## src/rtl/div_share_pkg.sv

```systemverilog
// Shared types and constants for the shared-divider controller.
// Field widths in div_resp_t are maxima; narrower configurations zero-extend into them.
package div_share_pkg;

  typedef enum logic [1:0] {
    StIdle,
    StIssue,
    StWait,
    StResp
  } div_state_e;

  localparam int unsigned MaxWidth = 64;
  localparam int unsigned MaxIdw   = 3;

  localparam logic [MaxWidth-1:0] DIV0_QUOTIENT = '1;

  typedef struct packed {
    logic [MaxIdw-1:0]   id;
    logic [MaxWidth-1:0] quotient;
    logic [MaxWidth-1:0] remainder;
    logic                div0;
  } div_resp_t;

endpackage

```

## src/rtl/rr_arbiter.sv

```systemverilog
// Round-robin arbiter: grants the first asserted request at or after ptr_i, wrapping.
// Produces a one-hot grant and its index; no request means an all-zero grant.
module rr_arbiter #(
  parameter int unsigned NREQ = 4,
  parameter int unsigned IDW  = 2
) (
  input  logic [NREQ-1:0] req_i,
  input  logic [IDW-1:0]  ptr_i,
  output logic [NREQ-1:0] gnt_o,
  output logic [IDW-1:0]  gnt_idx_o
);

  logic        found;
  int unsigned k;

  always_comb begin
    gnt_o     = '0;
    gnt_idx_o = '0;
    found     = 1'b0;
    k         = 0;
    for (int unsigned i = 0; i < NREQ; i++) begin
      k = 32'(ptr_i) + i;
      if (k >= NREQ) begin
        k = k - NREQ;
      end
      if (!found && req_i[IDW'(k)]) begin
        found              = 1'b1;
        gnt_o[IDW'(k)]     = 1'b1;
        gnt_idx_o          = IDW'(k);
      end
    end
  end

endmodule

```

## src/rtl/div_share_ctrl.sv

```systemverilog
// Shares one iterative signed divider among NREQ round-robin requesters.
// Optional: define DIV_SHARE_ZERO_BYPASS_EN to answer zero-divisor operations without the divider.
module div_share_ctrl
  import div_share_pkg::*;
#(
  parameter int unsigned NREQ  = 4,
  parameter int unsigned WIDTH = 32,
  parameter int unsigned IDW   = 2
) (
  input  logic                  clk,
  input  logic                  reset,
  input  logic [NREQ-1:0]       req_valid,
  output logic [NREQ-1:0]       req_ready,
  input  logic [NREQ*WIDTH-1:0] req_dividend,
  input  logic [NREQ*WIDTH-1:0] req_divisor,
  output logic                  resp_valid,
  input  logic                  resp_ready,
  output logic [IDW-1:0]        resp_id,
  output logic [WIDTH-1:0]      resp_quotient,
  output logic [WIDTH-1:0]      resp_remainder,
  output logic                  resp_div0,
  output logic                  div_start,
  output logic [WIDTH-1:0]      div_dividend,
  output logic [WIDTH-1:0]      div_divisor,
  input  logic                  div_ready,
  input  logic [WIDTH-1:0]      div_quotient,
  input  logic [WIDTH-1:0]      div_remainder
);

  div_state_e       state_q, state_d;
  logic [IDW-1:0]   ptr_q, ptr_d;
  logic [IDW-1:0]   id_q, id_d;
  logic [WIDTH-1:0] dividend_q, dividend_d;
  logic [WIDTH-1:0] divisor_q, divisor_d;
  logic [WIDTH-1:0] quot_q, quot_d;
  logic [WIDTH-1:0] rem_q, rem_d;
  logic             div0_q, div0_d;
  logic             wait_first_q, wait_first_d;

  logic [NREQ-1:0]  gnt;
  logic [IDW-1:0]   gnt_idx;
  logic [WIDTH-1:0] op_a [NREQ];
  logic [WIDTH-1:0] op_b [NREQ];
  logic [WIDTH-1:0] sel_dividend, sel_divisor;

  for (genvar g = 0; g < NREQ; g++) begin : g_unpack
    assign op_a[g] = req_dividend[g*WIDTH +: WIDTH];
    assign op_b[g] = req_divisor[g*WIDTH +: WIDTH];
  end

  assign sel_dividend = op_a[gnt_idx];
  assign sel_divisor  = op_b[gnt_idx];

  rr_arbiter #(
    .NREQ (NREQ),
    .IDW  (IDW)
  ) u_arb (
    .req_i     (req_valid),
    .ptr_i     (ptr_q),
    .gnt_o     (gnt),
    .gnt_idx_o (gnt_idx)
  );

  always_comb begin
    state_d      = state_q;
    ptr_d        = ptr_q;
    id_d         = id_q;
    dividend_d   = dividend_q;
    divisor_d    = divisor_q;
    quot_d       = quot_q;
    rem_d        = rem_q;
    div0_d       = div0_q;
    wait_first_d = 1'b0;
    req_ready    = '0;
    div_start    = 1'b0;
    resp_valid   = 1'b0;

    unique case (state_q)
      StIdle: begin
        req_ready = gnt;
        if (|req_valid) begin
          ptr_d      = (gnt_idx == IDW'(NREQ - 1)) ? '0 : gnt_idx + IDW'(1);
          id_d       = gnt_idx;
          dividend_d = sel_dividend;
          divisor_d  = sel_divisor;
          div0_d     = (sel_divisor == '0);
`ifdef DIV_SHARE_ZERO_BYPASS_EN
          if (sel_divisor == '0) begin
            quot_d  = DIV0_QUOTIENT[WIDTH-1:0];
            rem_d   = sel_dividend;
            state_d = StResp;
          end else begin
            state_d = StIssue;
          end
`else
          state_d = StIssue;
`endif
        end
      end
      StIssue: begin
        div_start    = 1'b1;
        wait_first_d = 1'b1;
        state_d      = StWait;
      end
      StWait: begin
        // The divider still shows the previous ready level in the first WAIT cycle.
        if (!wait_first_q && div_ready) begin
          quot_d  = div_quotient;
          rem_d   = div_remainder;
          state_d = StResp;
        end
      end
      StResp: begin
        resp_valid = 1'b1;
        if (resp_ready) begin
          state_d = StIdle;
        end
      end
      default: state_d = StIdle;
    endcase
  end

  always_ff @(posedge clk or posedge reset) begin
    if (reset) begin
      state_q      <= StIdle;
      ptr_q        <= '0;
      id_q         <= '0;
      dividend_q   <= '0;
      divisor_q    <= '0;
      quot_q       <= '0;
      rem_q        <= '0;
      div0_q       <= 1'b0;
      wait_first_q <= 1'b0;
    end else begin
      state_q      <= state_d;
      ptr_q        <= ptr_d;
      id_q         <= id_d;
      dividend_q   <= dividend_d;
      divisor_q    <= divisor_d;
      quot_q       <= quot_d;
      rem_q        <= rem_d;
      div0_q       <= div0_d;
      wait_first_q <= wait_first_d;
    end
  end

  assign div_dividend   = dividend_q;
  assign div_divisor    = divisor_q;
  assign resp_id        = id_q;
  assign resp_quotient  = quot_q;
  assign resp_remainder = rem_q;
  assign resp_div0      = div0_q;

endmodule

```

## config.mk

```make
export PLATFORM = sky130hd
export DESIGN_NAME = div_share_ctrl
export DESIGN_NICKNAME = d
export VERILOG_FILES = /design/src/rtl/div_share_pkg.sv /design/src/rtl/rr_arbiter.sv /design/src/rtl/div_share_ctrl.sv
export SDC_FILE = /design/constraint.sdc
export NUM_CORES = 1
export LEC_CHECK = 0
export CAP_MARGIN = 5
export CORE_AREA = 4 4 176 178
export CTS_CLUSTER_SIZE = 8
export DETAILED_ROUTE_END_ITERATION = 8
export DIE_AREA = 0 0 180 182
export MAX_ROUTING_LAYER = met4
export PLACE_DENSITY = 0.6
export REMOVE_ABC_BUFFERS = 1
export SYNTH_ARGS = -nofsm -noshare
export SYNTH_HDL_FRONTEND = slang
export SYNTH_SLANG_ARGS = --single-unit
```

## constraint.sdc

```tcl
create_clock -name clk -period 5.11 [get_ports clk]
set_input_delay 1.022 -clock clk [delete_from_list [all_inputs] [get_ports clk]]
set_output_delay 1.022 -clock clk [all_outputs]
set_load 0.005 [all_outputs]
```

# Yosys cells after proc, flatten, opt, wreduce, memory -nomap -nowiden
# Cells that the tools add are included.
# classes
add_sub_neg,8
order_cmp,13
n_eq_ne,7
n_mux,45
bitwise,4
n_reduce_logical,18
# op_table
operator,n
binary-select mux 32 bit (select 2 bit),2
2-to-1 mux 32 bit,4
zero test 32 bit,1
2-to-1 mux 2 bit,12
2-to-1 mux 4 bit,5
2-to-1 mux 1 bit,13
">= comparator 3 bit, second input constant",4
"less-than comparator 2 x 3 -> 1 bit, second input constant",4
OR 4 bit,3
binary-select mux 1 bit (select 2 bit),4
demux 1 bit (select 2 bit),4
">= comparator 2 x 1 -> 1 bit, second input constant",4
logical AND 1 bit,8
one-hot mux 2 bit (4 select lines),1
"subtractor 2 x 1 -> 2 bit, second input constant",4
"adder 2 x 2 -> 3 bit, second input constant",2
"equality test 2 bit, second input constant",3
"!= test 2 bit, second input constant",3
zero test 1 bit,4
AND reduction 2 bit,2
OR reduction 4 bit,1
"adder 2 x 1 -> 3 bit, second input constant",1
">= comparator 2 x 3 -> 1 bit, second input constant",1
inverter 2 -> 3 bit,1
4 further kinds,4
# totals
ff_bits,136
in_bits,328

# Longest topological paths before layout
# Gate-level depths: netlist of run 1.
# depth
depth_word,19
mapped_depth,16
mapped_depth_nobuf,11

# Modules after synthesis
# From an unflattened synthesis of run 1, not the netlist that was laid out.
# hier_totals
cells_unflattened,445
area_unflattened_um2,7165.6
# modules_own_cells
mod,instances,cells_per_inst,area_per_inst_um2,seq_area_each_um2
div_share_ctrl,1,397,6761.5,3403.3
rr_arbiter,1,48,404.1,0.0

# Least setup slack after synthesis of run 1
# No wires, ideal clock.
# synth_path
path_kind,reg2reg
startpoint,register ptr_q[0]
endpoint,"register div0_q, in the netlist resp_div0"
setup_ns,0.068
arrival_time_ns,3.320
path_slack_ns,1.722
path_stages_with_launch,15
n_path_buf,3
synth_period_minus_slack_ns,3.388
cell_sequence,dfrtp_1 buf_4 inv_1 ha_1 buf_2 nor3b_1 a21oi_1 a2111oi_4 a21o_4 buf_12 mux2i_1 mux2i_1 a2111oi_1 and4_1 a32o_1
# synth_between
elab_chain_len,19
# synth_lines
element,line,source
from (decl),div_share_ctrl.sv:31,"logic [IDW-1:0] ptr_q, ptr_d;"
from (signal assigned),div_share_ctrl.sv:136,ptr_q <= ptr_d;
"parallel branches: the longest is 13 deep, another holds adder 2 x 1 -> 3 bit",--,
2-to-1 mux 2 bit *,rr_arbiter.sv:26,if (!found && req_i[IDW'(k)]) begin
inverter 2 -> 3 bit (not written as such) *,div_share_ctrl.sv:52,assign sel_divisor = op_b[gnt_idx];
binary-select mux 32 bit (select 2 bit) *,div_share_ctrl.sv:52,
2-to-1 mux 32 bit (not written as such) * (2 in series),div_share_ctrl.sv:52,
zero test 32 bit *,div_share_ctrl.sv:86,div0_d = (sel_divisor == '0);
to (signal assigned),div_share_ctrl.sv:142,div0_q <= div0_d;
to (decl),div_share_ctrl.sv:37,"logic div0_q, div0_d;"
# Mark *: on every way between the ends. The select of a mux whose other input is x is not followed.
# A chain may end at the register's enable or synchronous reset.

# Worst setup path in the final report of run 1
# layout_path
startpoint,input port req_valid[2]
endpoint,output port req_ready[3]
# layout_between
elab_chain_len,13
# layout_lines
element,line,source
from (decl),div_share_ctrl.sv:12,"input logic [NREQ-1:0] req_valid,"
binary-select mux 1 bit (select 2 bit),rr_arbiter.sv:26,
2-to-1 mux 1 bit (not written as such),rr_arbiter.sv:26,
2-to-1 mux 1 bit,rr_arbiter.sv:26,
zero test 1 bit,rr_arbiter.sv:26,
logical AND 1 bit,rr_arbiter.sv:26,
2-to-1 mux 1 bit,rr_arbiter.sv:26,
zero test 1 bit,rr_arbiter.sv:26,
logical AND 1 bit,rr_arbiter.sv:26,
2-to-1 mux 1 bit,rr_arbiter.sv:26,
zero test 1 bit,rr_arbiter.sv:26,
logical AND 1 bit,rr_arbiter.sv:26,
2-to-1 mux 4 bit *,rr_arbiter.sv:26,
2-to-1 mux 4 bit *,div_share_ctrl.sv:78,unique case (state_q)
to (decl),div_share_ctrl.sv:13,"output logic [NREQ-1:0] req_ready,"
# Mark *: on every way between the ends. The rest lies on a longest branch, timed or not. The select of a mux whose other input is x is not followed.

==> run metrics, run 1 <==
Max Freq=0.222 GHz; Final Hold Viols=0; clock transition at the registers of the reported paths=70 ps; total wire length=between 30000 and 40000 um; # clock sinks=roughly 140; Post-CTS Hold Buffers=0; total gr overflow=0; GP Congestion=~0.9; Max VDD drop=0.278 mV; sequential area share after synthesis=between 40 and 50%; Sw Pwr=about 0.0034 W; # Post-CTS Setup Buffers=0; Flop pwr share=23.4%; vias in the first global route=about 8000; first-pass GRT wire length=slightly below 50000 um; Yosys reg bits=around 140; Root Buffer=clkbuf_16; Final Setup Violations=0; Core ar.=0.0294 sq mm; Post-Syn Instances=between 800 and 900; DRC Markers=0; routed vias/inst=4.64; Layout fillers=2835; Resize count post-CTS=0; DR pass1 iterations=4; Mean Syn Cell Area=around 9.1 sq um; CP Class=input port to primary output; Clk Latency, worst-skew pair=410 ps; post-route ant nets=0; CTS Buf Count=17; Area Overhead vs Synth=71.4%; min cycle time layout=4500 ps; nets@finish=1631; Yosys warning count=0; clock skew=roughly 14 ps; relative slew slack=41.7%; final worst-path cycle share=88.1%; status=finished clean; die area=~0.033 sq mm; Util after Layout=45.4%; commonest register cell after synthesis=dfrtp_1; leading cell type in the layout, fill and taps excluded=clkdlybuf4s50_1; GRT Overall Usage=19.3%; switching share of power=41.5%; initial core utilization=around a quarter; Slew @ Worst Pin=875 ps; Leakage=around 5.6 nW; hpwl dp=about 25000 um; pin count of the biggest net entering global routing=94; drt initial violations=about 400; Final Max Tran Viols=0; CP Data Required Time=4090 ps; RSZ-0062 raised after global routing=false; CP endpoint kind=primary output; CP Data Arrival Time=3480 ps; initial antenna violation count=2; chip width=180 um; combinational power share=about 60%; share of synthesized registers carrying an async set or reset=100%; crit-path max FO=10; crit start category=input port; CTS tree=built; Max Cap Viol=0; PwrDens=620 mW/mm^2; Distinct cells, synth=51; Die Y=182 um; commonest non-fill, non-tap cells in the layout=clkdlybuf4s50_1 (464), nand2_1 (268), dfrtp_1 (136); clock network fraction of total power=15.5%; hold crit path type=register to register; Placement Rows=63; WL/cell=18.9 um; Port Buffers=roughly 460; final hold slack=478 ps; CTS HTree Levels=4; io pins=465; Mapped Area=between 0.007 and 0.008 sq mm; EDFF count, synth=0; Internal Power=0.00484 W; fraction of layout cells with a size suffix above 1=11.4%; Vias=around 8000; Final Power=0.00827 W; Longest Clk Path Bufs=2
==> final cells by class <==
type	instances	area [sq um]	share of cell area, %
Antenna cell	2	5.00	0.0375
Clock buffer	17	425	3.19
Inverter	10	42.5	0.319
Clock inverter	15	171	1.29
Tap cell	390	488	3.66
Sequential cell	136	3400	25.5
Multi-Input combinational cell	649	4040	30.3
Timing Repair Buffer	478	4760	35.7
==> synth_stat cells (5+ instances only) <==
cell type	number	area, sq um
mux4_2	9	203
nor2_1	34	128
inv_1	10	37.5
buf_2	11	55.1
a221oi_1	6	52.6
mux2i_1	29	290
nand2_1	269	1010
clkbuf_1	32	120
buf_1	5	18.8
nor4_1	17	106
ha_1	11	138
mux2_2	80	901
o21ai_0	103	515
nand3_1	44	220
dfrtp_1	136	3400
==> power by group through the flow <==
stage          clock network, W  logic, W  registers (W)
6_report                0.00128   0.00505        0.00194
5_1_grt                 0.00137   0.00560        0.00200
4_1_cts                 0.00132   0.00515        0.00194
3_5_place_dp                  0   0.00515        0.00196
3_3_place_gp                  0   0.00510        0.00193
2_1_floorplan                 0   0.00275        0.00199
==> state kept, by name, summed over array words and instances, names as in the netlist, 2 cells and up <==
signal and cells:
ptr_q 2, resp_id 2, resp_remainder 32, resp_quotient 32, state_q 2, div_divisor 32, div_dividend 32
==> cells by family after synthesis <==
group,share of synthesized area (%)
AO/OA/AOI/OAI,10.8
flip-flops,43.7
XOR/XNOR,0.113
adder cells (fa/ha/maj),1.77
buffers and inverters,4.70
multiplexers,18.5
AND/OR/NAND/NOR,20.4
==> per-layer routing <==
layer  up-vias  share of wire (%)  GRT usage [%]
met5         -                  0              -
met4         0                1.4           4.66
met3        23                7.1           4.91
met2       308                 52           33.9
met1      3706                 40           22.3
li1       3834                  -              -
==> final timing paths <==
check	start	end	slack (ps)	cells past startpoint
max	req_valid[2]	req_ready[3]	610	7
min	div_dividend[20]	div_dividend[20]	480	2
max reg2reg	ptr_q[1]	resp_div0	960	10
min reg2reg	div_dividend[20]	div_dividend[20]	480	2
max in group asynchronous	reset	div_dividend[31]	3040	3
min in group asynchronous	reset	div_dividend[0]	1170	2
==> per-stage QoR <==
stage | instance area (sq um) | worst slack (ps) | setup TNS [ps] | cells
CTS | 13300 | 602 | 0 | 1695
detailed placement | 12700 | 541 | 0 | 1663
finish | 13300 | 609 | 0 | 1697
floorplan | 7450 | -1070 | -24790 | 795
global placement | 12700 | 646 | 0 | 1663
global route | 13300 | 355 | 0 | 1697
==> critical path, stage by stage <==
cell and delay, ps:
clkdlybuf4s50_1 530, mux2i_1 320, mux2i_4 180, a2111oi_4 610
a221oi_1 170, nor2_1 120, clkdlybuf4s50_1 520
No activity file was read; power rests on OpenSTA's default activity.
==> inputs of run 2 (changes only) <==
- CORE_AREA: 4 4 176 178 -> 8 8 175 177
- DIE_AREA: 0 0 180 182 -> 0 0 183 185
- PLACE_DENSITY: 0.6 -> 0.63
==> run metrics, run 2 (synthesis gave the netlist of run 1 again) <==
clock skew=11.0 ps; total gr overflow=0; relative slew slack=34.3%; Core ar.=0.0281 sq mm; Root Buffer=clkbuf_16; Post-CTS Hold Buffers=0; CP max stage cell=a2111oi_4; # Post-CTS Setup Buffers=0; Slew @ Worst Pin=981 ps; PwrDens=between 600 and 700 mW/mm^2; io pins=465; leading cell type in the layout, fill and taps excluded=clkdlybuf4s50_1; Leakage=5.63 nW; flop2flop setup slack=1110 ps; Design Area, Final=0.0133 sq mm; CTS HTree Levels=4; total wire length=32300 um; Final Hold Viols=0; GRT Overall Usage=19.0%; initial antenna violation count=0; Vias=7783; hold crit path type=register to register; Final Max Tran Viols=0; worst flop-to-flop path startpoint=ptr_q[1]; Final Non-Filler Cells=1691; post-route ant nets=0; status=finished clean; commonest non-fill, non-tap cells in the layout=clkdlybuf4s50_1 (464), nand2_1 (268), dfrtp_1 (136); reg2reg end=resp_div0; DRC Markers=0; CP max stage delay=around 610 ps; CTS tree=built; routed vias/inst=4.60; DR pass1 iterations=7; Hold EP=div_dividend[4]; chip width=183 um; Max VDD drop=0.318 mV; Port Buffers=around 460; pin count of the biggest net entering global routing=93; RSZ-0062 raised after global routing=false; fraction of layout cells with a size suffix above 1=11.5%; Area after DPL=0.0127 sq mm; CP Cell Sequence=clkdlybuf4s50_1 -> mux2i_1 -> mux2i_4 -> a2111oi_4 -> a221oi_1 -> nor2_1 -> clkdlybuf4s50_1; Final Setup Violations=0; Clk Latency, worst-skew pair=about 410 ps; CP endpoint kind=primary output; CP Class=input port to primary output; clock transition at the registers of the reported paths=70 ps; CP Data Arrival Time=3530 ps; crit-path max FO=10; Max Freq=0.220 GHz; hold_sp=div_dividend[4]; nets@finish=around 1600; Hold Crit Depth=2; die area=0.0339 sq mm; drt initial violations=312; # clock sinks=136; CP Data Required Time=4090 ps; crit start category=input port; placed cells=1658; min cycle time layout=4550 ps; CTS Buf Count=17; Max Cap Viol=0; Placement Rows=62; WL/cell=19.1 um; vias in the first global route=8153; Area Overhead vs Synth=71.1%; Layout fillers=2732; FF-to-FF path depth=10; final worst-path cycle share=89.0%; Resize count post-CTS=0; Die Y=185 um; most used cell, CP=clkdlybuf4s50_1; hpwl dp=25600 um; Longest Clk Path Bufs=2; initial core utilization=27.7%; GP Congestion=0.899; first-pass GRT wire length=48300 um
run 2: metrics by stage:
stage,setup WS [ps],setup TNS (ps),util [%],total power (W),hold WS [ps]
final,563,0,47.4,0.00819,480
after global routing,384,0,47.4,0.00889,503
after CTS,573,0,47.4,0.00835,485
after detailed placement,571,0,45.4,0.00711,469
after global placement,642,0,45.4,0.00703,460
after floorplan,-1070,-24790,-,0.00473,473
run 2: layout make-up:
cell class / count / area (sq um) / share of cell area (%)
Timing Repair Buffer: 479 / 4780 / 35.9
Multi-Input combinational cell: 649 / 4040 / 30.3
Sequential cell: 136 / 3400 / 25.6
Tap cell: 384 / 480 / 3.61
Clock buffer: 17 / 425 / 3.20
Clock inverter: 15 / 135 / 1.02
Inverter: 10 / 42.5 / 0.320
Antenna cell: 1 / 2.50 / 0.0188
run 2: worst max path at each step:
stage,start,end,cells past startpoint
final,req_valid[2],req_ready[0],7
after global routing,req_valid[2],req_ready[0],7
after CTS,req_valid[1],req_ready[0],6
after detailed placement,req_valid[1],req_ready[0],6
after global placement,req_valid[0],req_ready[0],6
after floorplan,ptr_q[0],resp_div0,10
run 2: layer usage:
layer  track usage (%)  up-vias  share of wire [%]
met5                 -        -                  0
met4              6.05        0                2.4
met3              4.96       35                7.0
met2              32.2      339                 49
met1              21.7     3581                 41
li1                  -     3828                  -
run 2: critical path, delay by kind of cell:
kind / cells / cell delay, ps
AO/OA/AOI/OAI: 2 / 780
AND/OR/NAND/NOR: 1 / 130
multiplexers: 2 / 530
buffers and inverters: 2 / 1060
run 2: report_power, final:
| part | internal (W) | total (W) | switching, W |
|---|---|---|---|
| Sequential | 0.00164 | 0.00192 | 0.000274 |
| Combinational | 0.00252 | 0.00508 | 0.00256 |
| Clock | 0.000641 | 0.00120 | 0.000560 |
| Total | 0.00480 | 0.00819 | 0.00340 |
==> inputs of run 3 (changes only) <==
- SLEW_MARGIN: not set -> 30
==> run metrics, run 3 (synthesis gave the netlist of run 1 again) <==
chip width=183 um; routed vias/inst=around 4.6; Final Setup Violations=0; Root Buffer=clkbuf_16; initial antenna violation count=0; Clk Latency, worst-skew pair=410 ps; Vias=7779; DR pass1 iterations=7; Longest Clk Path Bufs=2; drt initial violations=about 310; # clock sinks=136; die area=0.0339 sq mm; commonest non-fill, non-tap cells in the layout=clkdlybuf4s50_1 (464), nand2_1 (268), dfrtp_1 (136); total gr overflow=0; GRT Overall Usage=between 10% and 20%; status=finished clean; CP Cell Sequence=clkdlybuf4s50_1 -> mux2i_1 -> mux2i_4 -> a2111oi_4 -> a221oi_1 -> nor2_1 -> clkdlybuf4s50_1; Max VDD drop=0.318 mV; total wire length=32300 um; Flop pwr share=23.4%; wl on met1=13300 um; min cycle time layout=4550 ps; CP max stage cell=a2111oi_4; Area Overhead vs Synth=71.1%; io pins=465; Max Cap Viol=0; crit-path max FO=10; most used cell, CP=clkdlybuf4s50_1; critical path buffer and inverter count=2; Final Max Tran Viols=0; uppermost routed layer=met4; Max Freq=between 0.2 and 0.25 GHz; DR WL met2=about 16000 um; crit start category=input port; Layout fillers=2732; hold crit path type=register to register; final worst-path cycle share=89.0%; Leakage=5.63 nW; area of the multi-input gates=0.00404 sq mm; post-route ant nets=0; CTS Buf Count=17; CP max stage delay=610 ps; Resize count post-CTS=0; Placement Rows=between 60 and 70; first-pass GRT wire length=48300 um; Util after Layout=47.4%; Final Hold Viols=0; clock transition at the registers of the reported paths=70 ps; vias in the first global route=8153; # Post-CTS Setup Buffers=0; placed cells=1658; largest delay contributor family on the critical path=buffers and inverters; PwrDens=just over 600 mW/mm^2; clock skew=11.0 ps; RSZ-0062 raised after global routing=false; fraction of layout cells with a size suffix above 1=11.5%; CP Data Arrival Time=between 3000 and 4000 ps; DRC Markers=0; Core ar.=0.0281 sq mm; CTS HTree Levels=4; CP Data Required Time=4090 ps; routed wl met3=2250 um; register area=0.00340 sq mm; Sw Pwr=0.00340 W; Slew @ Worst Pin=between 900 and 1000 ps; Post-CTS Hold Buffers=0; CP endpoint kind=primary output; pin count of the biggest net entering global routing=93; combinational power share=62.0%; clock network fraction of total power=between 10% and 20%; nets@finish=between 1500 and 2000; Final Non-Filler Cells=1691; Die Y=185 um; switching share of power=41.4%; Internal Power=0.00480 W; Final Power=0.00819 W; CTS tree=built; GP Congestion=0.899; final hold slack=480 ps; CP Class=input port to primary output; leading cell type in the layout, fill and taps excluded=clkdlybuf4s50_1; hpwl dp=about 26000 um; relative slew slack=34.3%; WL/cell=19.1 um; initial core utilization=27.7%; Port Buffers=464
-- run 3: final cells by class --
| cell class | instances | share of cell area (%) |
|---|---|---|
| Multi-Input combinational cell | 649 | 30.3 |
| Clock inverter | 15 | 1.02 |
| Tap cell | 384 | 3.61 |
| Inverter | 10 | 0.338 |
| Clock buffer | 17 | 3.20 |
| Timing Repair Buffer | 479 | 35.9 |
| Sequential cell | 136 | 25.6 |
| Antenna cell | 1 | 0.0188 |
-- run 3: per-stage QoR --
step | cell area [sq um] | TNS (ps) | setup WS [ps]
finish | 13300 | 0 | 563
detailed placement | 12700 | 0 | 571
CTS | 13300 | 0 | 573
floorplan | 7450 | -24790 | -1070
global route | 13300 | 0 | 384
global placement | 12700 | 0 | 642
-- run 3: layer usage --
metal	up-vias	global-route usage (%)
met2	338	32.2
li1	3826	-
met3	35	4.96
met5	-	-
met4	0	6.05
met1	3580	21.7
-- run 3: path summary, 6_finish.rpt --
| check | from | end | slack [ps] | cells past startpoint |
|---|---|---|---|---|
| setup / recovery | req_valid[2] | req_ready[0] | 560 | 7 |
| hold / removal | div_dividend[4] | div_dividend[4] | 480 | 2 |
| setup reg to reg | ptr_q[1] | resp_div0 | 1110 | 10 |
| hold reg to reg | div_dividend[4] | div_dividend[4] | 480 | 2 |
| max in group asynchronous | reset | resp_remainder[31] | 3150 | 3 |
| min in group asynchronous | reset | resp_remainder[24] | 1120 | 2 |
-- run 3: worst min-delay path, cell delays in order (launching register included) --
cell and delay [ps]:
dfrtp_1 340, nand2_1 50, o21ai_0 60
-- run 3: power groups by stage --
stage | registers [W] | clock network, W | logic, W
final | 0.00192 | 0.00120 | 0.00508
after global routing | 0.00199 | 0.00128 | 0.00562
after CTS | 0.00192 | 0.00125 | 0.00518
after detailed placement | 0.00194 | 0 | 0.00517
after global placement | 0.00191 | 0 | 0.00511
after floorplan | 0.00199 | 0 | 0.00275
